==> src/rtl/prio_enc_pend.sv <==
// Registered priority encoder with sticky pending bits and a valid/ready grant port.
// Define IRQ_MASK_EN to add a per-request eligibility mask input.
module prio_enc_pend #(
    parameter int N  = 8,
    parameter int RR = 0,
    localparam int W = $clog2(N)
) (
    input  logic         clk,
    input  logic         rst_n,
    input  logic         en,
    input  logic [N-1:0] req,
`ifdef IRQ_MASK_EN
    input  logic [N-1:0] mask,
`endif
    input  logic         ready,
    output logic         valid,
    output logic [W-1:0] y,
    output logic [N-1:0] pend,
    output logic         any
);

    logic         accept;
    logic [N-1:0] clr;
    logic [N-1:0] pend_next;
    logic [N-1:0] elig;
    logic [W-1:0] last;
    logic [W-1:0] base;
    logic [W-1:0] sel;

    // A request arriving on the bit being retired this cycle keeps it pending.
    always_comb begin
        accept = valid && ready;
        clr    = '0;
        for (int i = 0; i < N; i++) begin
            if (accept && (int'(y) == i)) clr[i] = 1'b1;
        end
        pend_next = (pend & ~clr) | req;
`ifdef IRQ_MASK_EN
        elig = pend_next & mask;
`else
        elig = pend_next;
`endif
    end

    // Round-robin searches down from the index just accepted, so the search
    // base follows y in the accept cycle rather than the stale last register.
    always_comb begin
        base = accept ? y : last;
        sel  = '0;
        if (RR != 0) begin
            for (int off = N; off >= 1; off--) begin
                if (elig[(int'(base) + N - off) % N]) sel = W'((int'(base) + N - off) % N);
            end
        end else begin
            for (int i = 0; i < N; i++) begin
                if (elig[i]) sel = W'(i);
            end
        end
    end

    assign any = |pend;

    always_ff @(posedge clk or negedge rst_n) begin
        if (!rst_n) begin
            pend  <= '0;
            valid <= 1'b0;
            y     <= '0;
            last  <= '0;
        end else begin
            pend <= pend_next;
            if (!valid || accept) begin
                valid <= en && (|elig);
                if (|elig) y <= sel;
            end
            if (accept) last <= y;
        end
    end

endmodule

==> config.mk <==
export PLATFORM = sky130hd
export DESIGN_NAME = prio_enc_pend
export DESIGN_NICKNAME = d
export VERILOG_FILES = /design/src/rtl/prio_enc_pend.sv
export SDC_FILE = /design/constraint.sdc
export NUM_CORES = 1
export LEC_CHECK = 0
export CORE_MARGIN = 10
export CORE_UTILIZATION = 44
export DETAILED_ROUTE_END_ITERATION = 10
export MAX_ROUTING_LAYER = met4
export PLACE_DENSITY = 0.77
export SETUP_SLACK_MARGIN = 0.02
export SYNTH_ARGS = -nofsm -noshare
export SYNTH_HDL_FRONTEND = slang
export SYNTH_SLANG_ARGS = --single-unit
export TNS_END_PERCENT = 5
==> constraint.sdc <==
create_clock -name clk -period 2.33 [get_ports clk]
set_input_delay 0.233 -clock clk [delete_from_list [all_inputs] [get_ports clk]]
set_output_delay 0.233 -clock clk [all_outputs]
set_load 0.02 [all_outputs]
==> flow_summary.json, run 1 <==
{
  "status": "complete, no violations",
  "dieHeight_um": 61.8,
  "vias": 678,
  "clock_latency_ns": 0.28,
  "irDropWorstVdd_uv": 322,
  "vias_per_cell": 5.56,
  "critPathCaptureType": "flip-flop",
  "worst_ep_arrival_time_ns": 2.12,
  "core_area_um2": 1690,
  "slew_headroom_pct": 63.9,
  "power_density_nw_per_um2": 473,
  "p_int_mw": 0.365,
  "ys_seq_area_share_pct": 39.2,
  "finalCritPeriodShare_pct": 83.6,
  "ys_ff_latch": 12,
  "place.gp.congestion": 0.856,
  "nets": 118,
  "r2r_start": "y[0]$_DFFE_PN0P_",
  "grt_overflow": 0,
  "synth_async_sr_flop_share_pct": 100,
  "p_comb_share_pct": 19.3,
  "first_iter_violations": 8,
  "ioPinCount": 25,
  "cts-root-buf": "clkbuf_4",
  "cp-endpoint": "y[0]$_DFFE_PN0P_",
  "synth_cells": 78,
  "power_switching_mw": 0.134,
  "ys_warn_count": 0,
  "ys_top_cells_by_area": "dfrtp_1 (39%), nor2_1 (5.4%), o21a_1 (3.9%)",
  "leakagePower_nw": 0.391,
  "tritoncts": "built",
  "drive_above_1_share_pct": 16.2,
  "setup_ws_ns": 0.382,
  "slowest_delay_ns": 0.55,
  "cts.sinks": 12,
  "grt_pass1_vias": 671,
  "rows": 15,
  "required_ns": 2.50,
  "swShare_pct": 26.8,
  "layout_min_cycle_time_ns": 1.95,
  "tns_ns": 0,
  "path_cells": "nand4_2, nor3_2, o31ai_2, o41ai_4, mux2_4",
  "crit_fanout": 11,
  "ys_types": 35,
  "final_cells": 122,
  "fin_util_pct": 62.4,
  "start_util_pct": 45.4,
  "clk_pin_slew_worst_paths_ns": 0.08,
  "reg2regPathDepth": 5,
  "cp-start-kind": "flip-flop",
  "grt_max_degree": 13,
  "diodes": 0,
  "synth-edff-count": 0,
  "dieArea_um2": 3810,
  "critPathSlowestCell": "dfrtp_1",
  "synth_top_area_cell": "dfrtp_1",
  "dp_hpwl_um": 1630,
  "hold_violations": 0,
  "drc": 0,
  "hold_class": "in2async",
  "whs_ns": 0.303,
  "final_area_um2": 1050,
  "cts_max_level": 1,
  "r2r_slack_ns": 0.38,
  "post-cts-setup-buffers": 0,
  "place_inst": 118,
  "area_delta_synth_final_pct": 37.4,
  "synth-main-ff-cell": "dfrtp_1",
  "post_dp_cell_area_um2": 1020,
  "crit_start": "y[0]$_DFFE_PN0P_",
  "final_antenna_net_count": 0,
  "routed_wl_um": 2010,
  "first_pass_iters": 4,
  "numCtsBuffers": 3,
  "yosys.area.top_type_share_pct": 39.2,
  "grtUsageTotal_pct": 11.7,
  "die_width_um": 61.8,
  "maxSlewViolCount": 0,
  "synth_nets": 90,
  "fill_cells": 149,
  "power_frac_seq_pct": 47.0,
  "clkPwrFrac_pct": 33.6,
  "place_ws_ns": 0.121,
  "total_power_mw": 0.499,
  "r2r_end": "y[0]$_DFFE_PN0P_",
  "clockBufferDepth": 2,
  "fmax_ghz": 0.513,
  "max_cap_violations": 0,
  "postCtsHoldBufs": 0,
  "grt_antenna_before_repair": 0,
  "syn_area_um2": 767,
  "setup_viol_count_final": 0,
  "syn_area_per_cell_um2": 9.83,
  "portBuffers": 24,
  "cts_resized": 0,
  "fin_skew_ns": 0.00590,
  "wl_per_cell_um": 16.5,
  "tightest_slew_ns": 0.540,
  "rsz0062_at_grt": "no",
  "grt_pass1_wl_um": 3270,
  "critPathKind": "reg2reg"
}
==> kinds of logic (layout without fill, tap and decap cells) <==
group,Yosys count,after routing,synth area share (%)
buffers and inverters,8,35,4.89
multiplexers,2,2,3.26
flip-flops,12,12,39.2
AO/OA/AOI/OAI,22,22,24.1
AND/OR/NAND/NOR,34,34,28.5
==> worst max-delay path, delay by kind of cell (launching register included) <==
| family | cells | cell delay, ns |
|---|---|---|
| AO/OA/AOI/OAI | 2 | 0.56 |
| flip-flops | 1 | 0.55 |
| AND/OR/NAND/NOR | 2 | 0.39 |
| multiplexers | 1 | 0.33 |
==> power groups by stage <==
stage | registers [mW] | logic [mW] | clock network, mW
2_1_floorplan | 0.243 | 0.0439 | 0
3_3_place_gp | 0.238 | 0.0961 | 0
3_5_place_dp | 0.239 | 0.0966 | 0
4_1_cts | 0.235 | 0.0970 | 0.172
5_1_grt | 0.237 | 0.103 | 0.184
6_report | 0.235 | 0.0963 | 0.168
==> layer usage <==
| metal | track usage [%] | wire (um) | vias to the layer above | part of all wire, % |
|---|---|---|---|---|
| met5 | - | 0 | - | 0 |
| met4 | 2.87 | 19 | 0 | 0.94 |
| met3 | 3.05 | 96 | 2 | 4.8 |
| met2 | 19.3 | 996 | 15 | 49 |
| met1 | 13.9 | 901 | 322 | 45 |
| li1 | - | - | 339 | - |
==> synth_stat cells, drive strengths merged (2+ instances only) <==
master and n:
nand2b 4, inv 7, o21ai 5, o21a 4, nand4b 2, a21oi 4
nor3 2, nand2 3, o41ai 2, dfrtp 12, or2 6, nor4 2
nor2 11
==> flip-flops by register name, indices dropped and copies added, names as in the netlist <==
signal and flops:
pend 8, valid 1, y 3
==> final cells by class <==
cell class,count,area (um2),share of cell area [%]
tap,17,21.3,2.02
sequential,12,300,28.5
multi-input combinational,58,429,40.7
inverter,7,26.3,2.49
clock buffer,4,36.3,3.44
timing repair buffer,24,240,22.8
==> worst min path at each step <==
| stage | startpoint | endpoint | slack, ns |
|---|---|---|---|
| floorplan | rst_n | pend[0]$_DFF_PN0_ | -0.06 |
| global placement | pend[6]$_DFF_PN0_ | pend[6]$_DFF_PN0_ | 0.60 |
| detailed placement | pend[6]$_DFF_PN0_ | pend[6]$_DFF_PN0_ | 0.61 |
| CTS | rst_n | pend[0]$_DFF_PN0_ | 0.32 |
| global route | rst_n | pend[0]$_DFF_PN0_ | 0.34 |
| finish | rst_n | pend[0]$_DFF_PN0_ | 0.30 |
==> cells in the final DEF (no fill, tap or decap), types with 3 or more instances in the layout <==
master and n:
nand2b_1 4, inv_1 6, a21oi_1 3, nor2_1 11, dfrtp_1 12, clkdlybuf4s50_1 24
nand2_1 3, o21a_1 4, clkbuf_4 3
Power figures use the tool's default switching activity.
==> run 2, diff against run 1 <==
--- a/config.mk
+++ b/config.mk
@@ -6,10 +6,10 @@
 export NUM_CORES = 1
 export LEC_CHECK = 0
 export CORE_MARGIN = 10
-export CORE_UTILIZATION = 44
+export CORE_UTILIZATION = 40
 export DETAILED_ROUTE_END_ITERATION = 10
 export MAX_ROUTING_LAYER = met4
-export PLACE_DENSITY = 0.77
+export PLACE_DENSITY = 0.74
 export SETUP_SLACK_MARGIN = 0.02
 export SYNTH_ARGS = -nofsm -noshare
 export SYNTH_HDL_FRONTEND = slang
==> constraint.sdc (replaced) <==
create_clock -name clk -period 1.6 [get_ports clk]
set_input_delay 0.16 -clock clk [delete_from_list [all_inputs] [get_ports clk]]
set_output_delay 0.16 -clock clk [all_outputs]
set_load 0.02 [all_outputs]
==> flow_summary.json, run 2 (synthesis results as in run 1) <==
{
  "status": "finished with violations",
  "violations": "setup timing",
  "hold_violations": 0,
  "numCtsBuffers": 3,
  "drive_above_1_share_pct": 41.0,
  "ioPinCount": 25,
  "grtUsageTotal_pct": 12.3,
  "grt_max_degree": 13,
  "grt_pass1_wl_um": 4020,
  "dp_hpwl_um": 1920,
  "critPathSlowestCell": "dfrtp_2",
  "grt_overflow": 0,
  "critPathCaptureType": "flip-flop",
  "wl_per_cell_um": 15.2,
  "required_ns": 1.80,
  "tritoncts": "built",
  "final_antenna_net_count": 0,
  "slew_headroom_pct": 63.1,
  "max_cap_violations": 0,
  "regMostFlops": "pend",
  "first_pass_iters": 4,
  "nets": 147,
  "dieHeight_um": 63.8,
  "cp-start-kind": "flip-flop",
  "clockBufferDepth": 2,
  "fmax_ghz": 0.555,
  "tightest_slew_ns": 0.551,
  "crit_fanout": 7,
  "start_util_pct": 43.5,
  "critPathKind": "reg2reg",
  "setup_viol_count_final": 3,
  "layout_min_cycle_time_ns": 1.80,
  "finalCritPeriodShare_pct": 113,
  "r2r_slack_ns": -0.20,
  "first_iter_violations": 22,
  "rows": 15,
  "place.gp.congestion": 0.793,
  "largest_reg_flops": 8,
  "diodes": 0,
  "die_width_um": 63.8,
  "area_delta_synth_final_pct": 69.3,
  "total_power_mw": 0.727,
  "maxSlewViolCount": 0,
  "worst_ep_arrival_time_ns": 2.00,
  "drc": 0,
  "mostFrequentLayoutCells": "buf_4 (29), clkdlybuf4s50_1 (18), nor2_1 (11)",
  "cts.sinks": 12,
  "core_area_um2": 1760,
  "cts_max_level": 1,
  "fin_skew_ns": 0.00610,
  "portBuffers": 24,
  "vias_per_cell": 4.96,
  "clock_latency_ns": 0.27,
  "vias": 789,
  "fin_util_pct": 73.6,
  "path_cells": "buf_4, nand2b_1, a21oi_2, buf_4, buf_4, buf_4, o21a_1, o311a_1, mux2i_1",
  "routed_wl_um": 2420,
  "power_density_nw_per_um2": 560,
  "setup_ws_ns": -0.203,
  "irDropWorstVdd_uv": 535,
  "dieArea_um2": 4070,
  "place_inst": 151,
  "cpMostUsedCell": "buf_4",
  "final_cells": 159,
  "post_dp_cell_area_um2": 1220,
  "leakagePower_nw": 0.520,
  "grt_pass1_vias": 865,
  "rsz0062_at_grt": "yes",
  "slowest_delay_ns": 0.44,
  "grt_antenna_before_repair": 0,
  "layout_commonest_cell": "buf_4",
  "tns_ns": -0.518,
  "cts-root-buf": "clkbuf_4",
  "reg_top3": "pend: 8 flops, y: 3 flops, valid: 1 flops",
  "hold_class": "in2async",
  "clk_pin_slew_worst_paths_ns": 0.08,
  "final_area_um2": 1300
}
## run 2: cell count changes in the layout (fill, tap and decap cells not counted), sizes merged
cell | previous run | this run
dlymetal6s2s | 0 | 2
clkdlybuf4s50 | 24 | 18
dlygate4sd2 | 0 | 3
buf | 0 | 30
## run 2: path summary, 6_finish.rpt
path,from,endpoint,cells after the start
max,y[0]$_DFFE_PN0P_,y[1]$_DFFE_PN0P_,9
min in group clk,en,valid$_DFFE_PN0P_,3
max in group asynchronous,rst_n,y[0]$_DFFE_PN0P_,1
min reg2reg,pend[6]$_DFF_PN0_,pend[6]$_DFF_PN0_,3
min,rst_n,valid$_DFFE_PN0P_,1
max reg2reg,y[0]$_DFFE_PN0P_,y[1]$_DFFE_PN0P_,9
## run 2: per-layer routing
| layer | track usage (%) | vias to the layer above | routed length [um] |
|---|---|---|---|
| met5 | - | - | 0 |
| met1 | 13.0 | 369 | 1040 |
| met4 | 3.83 | 0 | 41 |
| met3 | 4.01 | 8 | 121 |
| li1 | - | 391 | - |
| met2 | 21.3 | 21 | 1210 |
## run 2: cell type report
cell class | count | area, um2
fill | 148 | 465
multi-input combinational | 58 | 457
timing repair buffer | 53 | 454
sequential | 12 | 304
tap | 25 | 31.3
clock buffer | 4 | 26.3
inverter | 7 | 26.3
## run 2: through the flow
| stage | worst slack (ns) | hold WS, ns |
|---|---|---|
| detailed placement | -0.455 | 0.558 |
| global placement | -0.385 | 0.556 |
| CTS | -0.188 | 0.257 |
| global route | -0.286 | 0.276 |
| floorplan | -0.232 | -0.136 |
| finish | -0.203 | 0.241 |
## run 2: repair_timing
action | in CTS | in global routing
hold buffers | 0 | 0
hold endpoints to repair | 0 | 0
endpoints found under the setup margin | 8 | 7
pin swaps | 4 | 2
buffers inserted | 2 | 2
gates resized for setup | 10 | 4
## run 2: critical path, delay by kind of cell (launching register included)
| kind | cells | cell delay (ns) |
|---|---|---|
| AOI/OAI and AO/OA | 3 | 0.54 |
| buffers and inverters | 4 | 0.54 |
| muxes | 1 | 0.12 |
| DFF | 1 | 0.44 |
| and+or+nand+nor | 1 | 0.09 |
## run 2: power by group
part | switching, mW | total (mW) | internal, mW | leakage, nW
registers | 0.0149 | 0.332 | 0.317 | 0.110
logic | 0.0880 | 0.198 | 0.110 | 0.395
clock network | 0.101 | 0.197 | 0.0965 | 0.0150
total | 0.204 | 0.727 | 0.523 | 0.520
==> run 3, diff against run 2 <==
--- a/config.mk
+++ b/config.mk
@@ -6,10 +6,10 @@
 export NUM_CORES = 1
 export LEC_CHECK = 0
 export CORE_MARGIN = 10
-export CORE_UTILIZATION = 40
+export CORE_UTILIZATION = 44
 export DETAILED_ROUTE_END_ITERATION = 10
 export MAX_ROUTING_LAYER = met4
-export PLACE_DENSITY = 0.74
+export PLACE_DENSITY = 0.77
 export SETUP_SLACK_MARGIN = 0.02
 export SYNTH_ARGS = -nofsm -noshare
 export SYNTH_HDL_FRONTEND = slang
==> constraint.sdc (replaced) <==
create_clock -name clk -period 1.9 [get_ports clk]
set_input_delay 0.19 -clock clk [delete_from_list [all_inputs] [get_ports clk]]
set_output_delay 0.19 -clock clk [all_outputs]
set_load 0.02 [all_outputs]
==> flow_summary.json, run 3 (synthesis results as in run 1) <==
{
  "final_cells": 133,
  "reg_top3": "pend: 8 flops, y: 3 flops, valid: 1 flops",
  "place.gp.congestion": 0.826,
  "dieArea_um2": 3810,
  "largest_reg_flops": 8,
  "post-cts-setup-buffers": 0,
  "grt_antenna_before_repair": 0,
  "power_frac_seq_pct": 48.9,
  "core_area_um2": 1690,
  "layout_commonest_cell": "clkdlybuf4s50_1",
  "routed_wl_um": 2190,
  "numCtsBuffers": 3,
  "critPathSlowestCell": "dfrtp_2",
  "p_int_mw": 0.423,
  "vias_per_cell": 5.56,
  "path_cells": "and4bb_1, o21a_1, o21ai_1, o41ai_4, buf_4, mux2i_1",
  "rsz0062_at_grt": "yes",
  "tritoncts": "built",
  "drive_above_1_share_pct": 27.6,
  "ioPinCount": 25,
  "first_pass_iters": 4,
  "grt_max_degree": 13,
  "vias": 740,
  "layout_min_cycle_time_ns": 1.83,
  "nets": 129,
  "cp-start-kind": "flip-flop",
  "start_util_pct": 45.4,
  "total_power_mw": 0.592,
  "slew_headroom_pct": 61.5,
  "drc": 0,
  "critPathCaptureType": "flip-flop",
  "grt_pass1_wl_um": 3520,
  "irDropWorstVdd_uv": 327,
  "postCtsHoldBufs": 0,
  "tightest_slew_ns": 0.576,
  "whs_ns": 0.271,
  "power_switching_mw": 0.169,
  "area_delta_synth_final_pct": 48.6,
  "final_antenna_net_count": 0,
  "crit_fanout": 8,
  "r2r_end": "y[1]$_DFFE_PN0P_",
  "regMostFlops": "pend",
  "status": "complete, no violations",
  "r2r_slack_ns": 0.07,
  "p_comb_share_pct": 22.2,
  "cts_max_level": 1,
  "cpLargestDelayFamily": "compound AO/OA/AOI/OAI gates",
  "setup_viol_count_final": 0,
  "fmax_ghz": 0.548,
  "tns_ns": 0,
  "finalCritPeriodShare_pct": 96.1,
  "wl_per_cell_um": 16.4,
  "fin_util_pct": 67.5,
  "die_width_um": 61.8,
  "worst_ep_arrival_time_ns": 2.01,
  "fin_skew_ns": 0.0181,
  "max_cap_violations": 0,
  "critPathKind": "reg2reg",
  "rows": 15,
  "path_buf_inv": 1,
  "place_inst": 129,
  "grt_overflow": 0,
  "diodes": 0,
  "mostFrequentLayoutCells": "clkdlybuf4s50_1 (22), nor2_1 (11), buf_4 (11)",
  "required_ns": 2.08,
  "hold_violations": 0,
  "power_density_nw_per_um2": 519,
  "grtUsageTotal_pct": 12.6,
  "cts_resized": 0,
  "clk_pin_slew_worst_paths_ns": 0.09,
  "dieHeight_um": 61.8,
  "slowest_delay_ns": 0.47,
  "clockBufferDepth": 2,
  "swShare_pct": 28.6,
  "hold_class": "in2async",
  "r2r_start": "y[1]$_DFFE_PN0P_",
  "dp_hpwl_um": 1740,
  "clock_latency_ns": 0.28,
  "maxSlewViolCount": 0,
  "first_iter_violations": 18,
  "cts-root-buf": "clkbuf_4",
  "portBuffers": 24,
  "grt_pass1_vias": 754,
  "cts.sinks": 12,
  "clkPwrFrac_pct": 28.9,
  "reg2regPathDepth": 6,
  "leakagePower_nw": 0.441
}
-- run 3: per-layer routing --
metal	track usage [%]	up-vias	share of wire, %
met2	20.4	23	49
li1	-	356	-
met1	15.1	359	46
met4	5.10	0	1.2
met3	2.24	2	3.8
met5	-	-	0
-- run 3: final cells by class --
class                      count  area (um2)
inverter                       7        26.3
multi-input combinational     58         433
timing repair buffer          35         328
tap                           17        21.3
sequential                    12         305
clock buffer                   4        26.3
fill                         135         549
-- run 3: how the worst max path moves through the flow --
stage,from,cells past startpoint,to,slack (ns)
after floorplan,y[1]$_DFFE_PN0P_,5,y[0]$_DFFE_PN0P_,0.03
after global placement,ready,8,y[1]$_DFFE_PN0P_,-0.20
after detailed placement,ready,8,y[1]$_DFFE_PN0P_,-0.23
after CTS,ready,8,y[1]$_DFFE_PN0P_,0.02
after global routing,y[1]$_DFFE_PN0P_,6,y[1]$_DFFE_PN0P_,-0.002
final,y[1]$_DFFE_PN0P_,6,y[1]$_DFFE_PN0P_,0.07
-- run 3: per-stage QoR --
step	instance area (um2)	worst slack, ns
after floorplan	768	0.0269
after global placement	1100	-0.198
after detailed placement	1100	-0.234
after CTS	1130	0.0238
after global routing	1140	-0.00239
final	1140	0.0746
-- run 3: power by group through the flow --
stage          clock [mW]  sequential [mW]  combinational [mW]
2_1_floorplan           0            0.298              0.0539
3_3_place_gp            0            0.293               0.129
3_5_place_dp            0            0.293               0.131
4_1_cts             0.174            0.288               0.132
5_1_grt             0.192            0.292               0.140
6_report            0.171            0.290               0.131
